==> src/rtl/sha3_param_pkg.sv <==
// ============================================================================
//  Module      : sha3_param_pkg
//  Description : Shared SHA-3 rate, domain/padding constants and packer state
//                type for the message packer.
//  Revision    : 1.0 - initial release
// ============================================================================
`default_nettype none

package sha3_param_pkg;

    localparam int         SHA3_256_RATE_LANES = 17;
    localparam int         SHA3_512_RATE_LANES = 9;
    localparam logic [7:0] SHA3_DOMAIN_SHA3    = 8'h06;
    localparam logic [7:0] SHA3_DOMAIN_SHAKE   = 8'h1F;
    localparam logic [7:0] SHA3_PAD_END        = 8'h80;

    typedef enum logic [1:0] {
        ST_IDLE = 2'd0,
        ST_PACK = 2'd1,
        ST_PAD  = 2'd2,
        ST_DONE = 2'd3
    } sha3_packer_state_e;

    // Byte counts above a full word are treated as a full word.
    function automatic logic [2:0] clamp_nbytes(input logic [2:0] i_n);
        return (i_n > 3'd4) ? 3'd4 : i_n;
    endfunction

endpackage

`default_nettype wire

==> src/rtl/sha3_pad_lane.sv <==
// ============================================================================
//  Module      : sha3_pad_lane
//  Description : Combinational lane shaper: keeps the first i_nbytes bytes,
//                inserts the domain byte right after them and ORs the end bit.
//  Revision    : 1.0 - initial release
// ============================================================================
`default_nettype none

module sha3_pad_lane
    import sha3_param_pkg::*;
(
    input  logic [63:0] i_lane,
    input  logic [3:0]  i_nbytes,
    input  logic        i_dom_en,
    input  logic [7:0]  i_domain,
    input  logic        i_end_en,
    output logic [63:0] o_lane
);

    for (genvar b = 0; b < 8; b++) begin : g_byte
        logic [7:0] w_byte;

        // The domain byte lands on the first masked-off byte, so OR is safe.
        always_comb begin
            w_byte = (4'(b) < i_nbytes) ? i_lane[8*b +: 8] : 8'h00;
            if (i_dom_en && (4'(b) == i_nbytes)) begin
                w_byte = w_byte | i_domain;
            end
            if (i_end_en && (b == 7)) begin
                w_byte = w_byte | SHA3_PAD_END;
            end
        end

        assign o_lane[8*b +: 8] = w_byte;
    end

endmodule

`default_nettype wire

==> src/rtl/sha3_msg_packer.sv <==
// ============================================================================
//  Module      : sha3_msg_packer
//  Description : Packs 32-bit message words into 64-bit Keccak absorb lanes
//                and appends SHA-3 padding. Macro SHA3_PACKER_SHAKE_EN adds
//                the shake_i port selecting the SHAKE domain byte.
//  Revision    : 1.0 - initial release
// ============================================================================
`default_nettype none

module sha3_msg_packer
    import sha3_param_pkg::*;
#(
    parameter int RATE_LANES = SHA3_256_RATE_LANES
) (
    input  logic        clk,
    input  logic        reset_n,
    input  logic [31:0] in_data_i,
    input  logic        in_valid_i,
    output logic        in_ready_o,
    input  logic        in_last_i,
    input  logic [2:0]  in_nbytes_i,
    output logic [63:0] lane_o,
    output logic        lane_valid_o,
    input  logic        lane_ready_i,
    output logic        block_end_o,
    output logic        msg_end_o,
`ifdef SHA3_PACKER_SHAKE_EN
    input  logic        shake_i,
`endif
    output logic        busy_o
);

    localparam int                c_cnt_w    = (RATE_LANES > 1) ? $clog2(RATE_LANES) : 1;
    localparam logic [c_cnt_w-1:0] c_last_idx = c_cnt_w'(RATE_LANES - 1);

    sha3_packer_state_e r_state;
    sha3_packer_state_e w_state_nxt;

    logic               r_ready_en;
    logic               r_half;
    logic [31:0]        r_lo;
    logic [63:0]        r_lane;
    logic               r_lane_valid;
    logic               r_block_end;
    logic               r_msg_end;
    logic [c_cnt_w-1:0] r_lane_cnt;
    logic               r_dom_pending;
    logic               r_end_loaded;

    logic               w_out_xfer;
    logic               w_out_free;
    logic               w_in_ready;
    logic               w_in_xfer;
    logic               w_load_in;
    logic               w_pad_gen;
    logic               w_load;
    logic [c_cnt_w-1:0] w_cnt_inc;
    logic [c_cnt_w-1:0] w_load_idx;
    logic               w_at_last;
    logic [3:0]         w_in_nbytes;
    logic               w_in_short;
    logic [7:0]         w_domain;
    logic               w_shake;

    logic [63:0]        w_raw_lane;
    logic [3:0]         w_pad_nbytes;
    logic               w_dom_en;
    logic               w_end_en;
    logic [63:0]        w_pad_lane;

`ifdef SHA3_PACKER_SHAKE_EN
    logic               r_shake;
    assign w_shake = (r_state == ST_IDLE) ? shake_i : r_shake;
`else
    assign w_shake = 1'b0;
`endif
    assign w_domain = w_shake ? SHA3_DOMAIN_SHAKE : SHA3_DOMAIN_SHA3;

    assign w_out_xfer = r_lane_valid & lane_ready_i;
    assign w_out_free = ~r_lane_valid | lane_ready_i;
    assign w_in_ready = r_ready_en & w_out_free
                      & ((r_state == ST_IDLE) | (r_state == ST_PACK));
    assign w_in_xfer  = in_valid_i & w_in_ready;
    assign w_load_in  = w_in_xfer & (r_half | in_last_i);
    assign w_pad_gen  = (r_state == ST_PAD) & ~r_end_loaded & w_out_free;
    assign w_load     = w_load_in | w_pad_gen;

    // Index of the lane being loaded: the held lane may leave this same cycle.
    assign w_cnt_inc  = (r_lane_cnt == c_last_idx) ? '0 : r_lane_cnt + 1'b1;
    assign w_load_idx = w_out_xfer ? w_cnt_inc : r_lane_cnt;
    assign w_at_last  = (w_load_idx == c_last_idx);

    assign w_in_nbytes = in_last_i
                       ? ({1'b0, (r_half ? 3'd4 : 3'd0)} + {1'b0, clamp_nbytes(in_nbytes_i)})
                       : 4'd8;
    assign w_in_short  = (w_in_nbytes != 4'd8);

    always_comb begin
        w_raw_lane   = r_half ? {in_data_i, r_lo} : {32'h0, in_data_i};
        w_pad_nbytes = w_in_nbytes;
        w_dom_en     = in_last_i & w_in_short;
        w_end_en     = in_last_i & w_in_short & w_at_last;
        if (w_pad_gen) begin
            w_raw_lane   = 64'h0;
            w_pad_nbytes = 4'd0;
            w_dom_en     = r_dom_pending;
            w_end_en     = w_at_last;
        end
    end

    sha3_pad_lane u_pad (
        .i_lane   (w_raw_lane),
        .i_nbytes (w_pad_nbytes),
        .i_dom_en (w_dom_en),
        .i_domain (w_domain),
        .i_end_en (w_end_en),
        .o_lane   (w_pad_lane)
    );

    always_comb begin
        w_state_nxt = r_state;
        case (r_state)
            ST_IDLE: if (w_in_xfer) w_state_nxt = in_last_i ? ST_PAD : ST_PACK;
            ST_PACK: if (w_in_xfer && in_last_i) w_state_nxt = ST_PAD;
            ST_PAD:  if (w_out_xfer && r_msg_end) w_state_nxt = ST_DONE;
            ST_DONE: w_state_nxt = ST_IDLE;
            default: w_state_nxt = ST_IDLE;
        endcase
    end

    always_ff @(posedge clk) begin
        if (!reset_n) begin
            r_state       <= ST_IDLE;
            r_ready_en    <= 1'b0;
            r_half        <= 1'b0;
            r_lo          <= 32'h0;
            r_lane        <= 64'h0;
            r_lane_valid  <= 1'b0;
            r_block_end   <= 1'b0;
            r_msg_end     <= 1'b0;
            r_lane_cnt    <= '0;
            r_dom_pending <= 1'b0;
            r_end_loaded  <= 1'b0;
        end else begin
            r_state    <= w_state_nxt;
            r_ready_en <= 1'b1;

            if (w_in_xfer) begin
                if (in_last_i) begin
                    r_half <= 1'b0;
                end else begin
                    r_half <= ~r_half;
                    if (!r_half) begin
                        r_lo <= in_data_i;
                    end
                end
            end

            if (w_out_xfer) begin
                r_lane_cnt <= w_cnt_inc;
            end

            if (w_load) begin
                r_lane       <= w_pad_lane;
                r_lane_valid <= 1'b1;
                r_block_end  <= w_at_last;
                r_msg_end    <= w_end_en;
            end else if (w_out_xfer) begin
                r_lane_valid <= 1'b0;
            end

            // A final lane completely full of data pushes the domain byte onward.
            if (w_load_in && in_last_i) begin
                r_dom_pending <= ~w_in_short;
            end else if (w_pad_gen) begin
                r_dom_pending <= 1'b0;
            end

            if (w_load && w_end_en) begin
                r_end_loaded <= 1'b1;
            end else if (r_state == ST_DONE) begin
                r_end_loaded <= 1'b0;
            end
        end
    end

`ifdef SHA3_PACKER_SHAKE_EN
    always_ff @(posedge clk) begin
        if (!reset_n) begin
            r_shake <= 1'b0;
        end else if (w_in_xfer && (r_state == ST_IDLE)) begin
            r_shake <= shake_i;
        end
    end
`endif

    assign in_ready_o   = w_in_ready;
    assign lane_o       = r_lane;
    assign lane_valid_o = r_lane_valid;
    assign block_end_o  = r_block_end;
    assign msg_end_o    = r_msg_end;
    assign busy_o       = (r_state != ST_IDLE);

endmodule

`default_nettype wire

==> config.mk <==
export PLATFORM = sky130hd
export DESIGN_NAME = sha3_msg_packer
export DESIGN_NICKNAME = d
export VERILOG_FILES = /design/src/rtl/sha3_param_pkg.sv /design/src/rtl/sha3_pad_lane.sv /design/src/rtl/sha3_msg_packer.sv
export SDC_FILE = /design/constraint.sdc
export NUM_CORES = 1
export LEC_CHECK = 0
export CORE_ASPECT_RATIO = 1.75
export CORE_MARGIN = 2
export CORE_UTILIZATION = 50
export CTS_BUF_LIST = sky130_fd_sc_hd__clkbuf_8
export CTS_CLUSTER_DIAMETER = 80
export DETAILED_ROUTE_END_ITERATION = 7
export PLACE_DENSITY = 0.76
export SLEW_MARGIN = 25
export SYNTH_ARGS = -nofsm -noshare
export SYNTH_HDL_FRONTEND = slang
export SYNTH_HIERARCHICAL = 1
export SYNTH_SLANG_ARGS = --single-unit
==> constraint.sdc <==
create_clock -name clk -period 2.7 [get_ports clk]
set_input_delay 0.54 -clock clk [delete_from_list [all_inputs] [get_ports clk]]
set_output_delay 0.54 -clock clk [all_outputs]
set_load 0.03 [all_outputs]
==> metrics <==
Detailed Route WL=19,200 µm; worst min-delay path category=reg2reg; Synth cell types=56; CTS sink cnt=110; worst path arrival time=2850 ps; Max VDD drop=0.000307 V; startpoint types=input pin; Synth Instances=838; Peak Freq=396 MHz; std cell rows=55; final setup margin=174 ps; Final period util=93.6%; Synth area leaders=dfxtp_1 34%, nand2_1 13%, mux2i_1 6.5%; layout cell share with drive strength beyond 1=11.3%; n_diodes=0; WS Path Type=in2reg; pre-CTS WS=-217 ps; Hold Slack=454 ps; maxcap violations=0; Net Switching=2.28 mW; Crit path max-delay family=buffers and inverters; top-count cell post-synth=nand2_1; final hold vios=0; most used cell along the critical path=buf_4; I/O Buffers=108; worst-path fanout max=5; Routed Antenna Nets=0; #FFs+latches synth=110; largest net degree at the start of global routing=74; Primary FF master, synth=dfxtp_1; Clock Skew=11.4 ps; vias in the first global route=5,903; initial antenna violation count=0; Initial DRC Count=489; Num CTS Buffers=9; syn avg cell area=7.71 µm²; Die W=90.0 µm; synth cell count leaders=226 x nand2_1, 110 x dfxtp_1, 51 x a21boi_1; switching power as a share of total power=41.3%; RSZ-0062 raised after global routing=false; GPL Wtd Cong=1.02; Tmin final=2530 ps; Clock H-tree levels=3; Logic pwr share=47.8%; DIE AREA=0.0139 mm²; Final nets=998; Routed wire per std cell=17.1 µm; Final Slew Violations=0; Max-slew headroom=43.1%; via/cell ratio=5.62; share of the synthesized area in the top cell type=34.1%; I/O Pins=109; core area=0.0128 mm²; slowest CP cell=clkdlybuf4s50_1; Static Leak=3.06 nW; grt ovf=0; Worst Setup End Kind=flop; CTS root buf=clkbuf_8; sequential fraction of design power=33.6%; Least-Margin Pin Slew=853 ps; first-pass GRT wire length=30,500 µm; register area share after synthesis=34.1%; status=finished, final reports clean; worst-case clock buffer depth=2; final design utilization=64.2%; CP Buf/Inv Count=3; WP data required=3020 ps; Initial Utilization=50.5%; cells along the critical path=clkdlybuf4s50_1 -> nand2b_1 -> nand3b_1 -> buf_4 -> o21a_1 -> buf_4 -> or3b_2 -> o22ai_1 -> nand2_1 -> a21boi_1; final setup violation count=0; biggest area consumer among synthesized cells=dfxtp_1; Post-synth EDFFs=0; via count=6,327; Int Pwr=3.24 mW; CP peak stage delay=500 ps; DRT Pass-1 Iters=5; pwr dens=672 mW/mm²; Clock power frac=18.7%; Fill cells=1,172; YS warnings=6; Total GRT Usage=27.1%; CTS tree=yes; clock-pin slew on the worst setup and hold paths=110 ps; worst-skew pair later-pin latency=380 ps; Mapped Area=0.00646 mm²; ys async rst share=0%; number of remaining DRC errors=0; area added between synthesis and finish=27.0%; Die Y=154 µm; Final HPWL DP=13,600 µm
worst min-delay path, cell delays in order, from the launching register on:
cell	delay, ps
dfxtp_1	320
nand2_1	50
a21boi_1	50
kinds of logic (layout without fill, tap and decap cells):
group | count (synthesis) | after routing | synth area share (%)
multiplexers | 51 | 51 | 8.07
XOR/XNOR | 2 | 2 | 0.271
flip-flops | 110 | 110 | 34.1
other | 2 | 14 | 0.116
AND/OR/NAND/NOR | 370 | 370 | 26.6
adder cells (fa/ha/maj) | 8 | 8 | 1.55
buffers and inverters | 97 | 202 | 7.22
AO/OA/AOI/OAI | 198 | 198 | 22.2
cell usage in the layout (no fill, tap or decap), types with 8 or more instances in the layout:
master	n
a32o_1	22
clkdlybuf4s50_1	106
a21boi_0	49
mux2i_1	42
clkbuf_8	9
nand3_1	11
nor2_1	38
conb_1	14
ha_1	8
dfxtp_1	109
buf_12	9
o21ai_0	37
a21boi_1	51
o211ai_1	9
nand3b_1	11
mux2_2	9
o22ai_1	9
and3_1	42
nand2_1	226
buf_4	55
nand4_1	12
inv_1	15
area by class of cell:
| class | instances | area [µm²] | area share, % |
|---|---|---|---|
| Clock inverter | 7 | 72.6 | 0.884 |
| Clock buffer | 9 | 124 | 1.51 |
| Timing Repair Buffer | 171 | 1660 | 20.2 |
| Sequential cell | 110 | 2200 | 26.8 |
| Inverter | 15 | 56.3 | 0.686 |
| Tap cell | 171 | 214 | 2.61 |
| Multi-Input combinational cell | 643 | 3880 | 47.3 |
through the flow:
stage	cells	total power [mW]	instance area [µm²]	setup TNS, ps
floorplan	850	3.55	6520	0
global placement	1107	4.42	7970	-5710
detailed placement	1107	4.44	7970	-5930
CTS	1123	5.46	8170	0
global route	1126	5.82	8210	0
finish	1126	5.52	8210	0
metal layers:
layer | routed length, µm | up-vias | GRT usage (%)
li1 | - | 3081 | -
met1 | 7720 | 2981 | 32.9
met2 | 9650 | 214 | 47.2
met3 | 970 | 51 | 3.31
met4 | 878 | 0 | 14.0
met5 | 0 | - | 0
sequential cells by signal (all words and copies together) (netlist names):
register,count
lane_valid_o,1
r_half,1
r_ready_en,1
r_state,2
r_dom_pending,1
r_lane_cnt,5
lane_o,64
block_end_o,1
msg_end_o,1
r_lo,32
r_end_loaded,1
repair_timing:
action | 4_1_cts | 5_1_grt
endpoints found under the setup margin | 0 | 20
setup buffers | 0 | 3
hold buffers | 0 | 0
gates resized for setup | 0 | 4
power by group through the flow:
stage                     Combinational, mW  Sequential, mW  Clock, mW
after floorplan                        1.50            2.05          0
after global routing                   2.84            1.87       1.11
final                                  2.63            1.85       1.03
after CTS                              2.56            1.85       1.05
after global placement                 2.53            1.89          0
after detailed placement               2.55            1.89          0
worst paths after layout:
kind                      from          to  slack (ps)  cells after the start
setup reg to reg    r_state[0]  lane_o[49]         210                     11
hold / removal      lane_o[10]  lane_o[10]         450                      2
hold reg to reg     lane_o[10]  lane_o[10]         450                      2
setup / recovery  lane_ready_i  lane_o[33]         170                     10
Power figures use the tool's default switching activity.
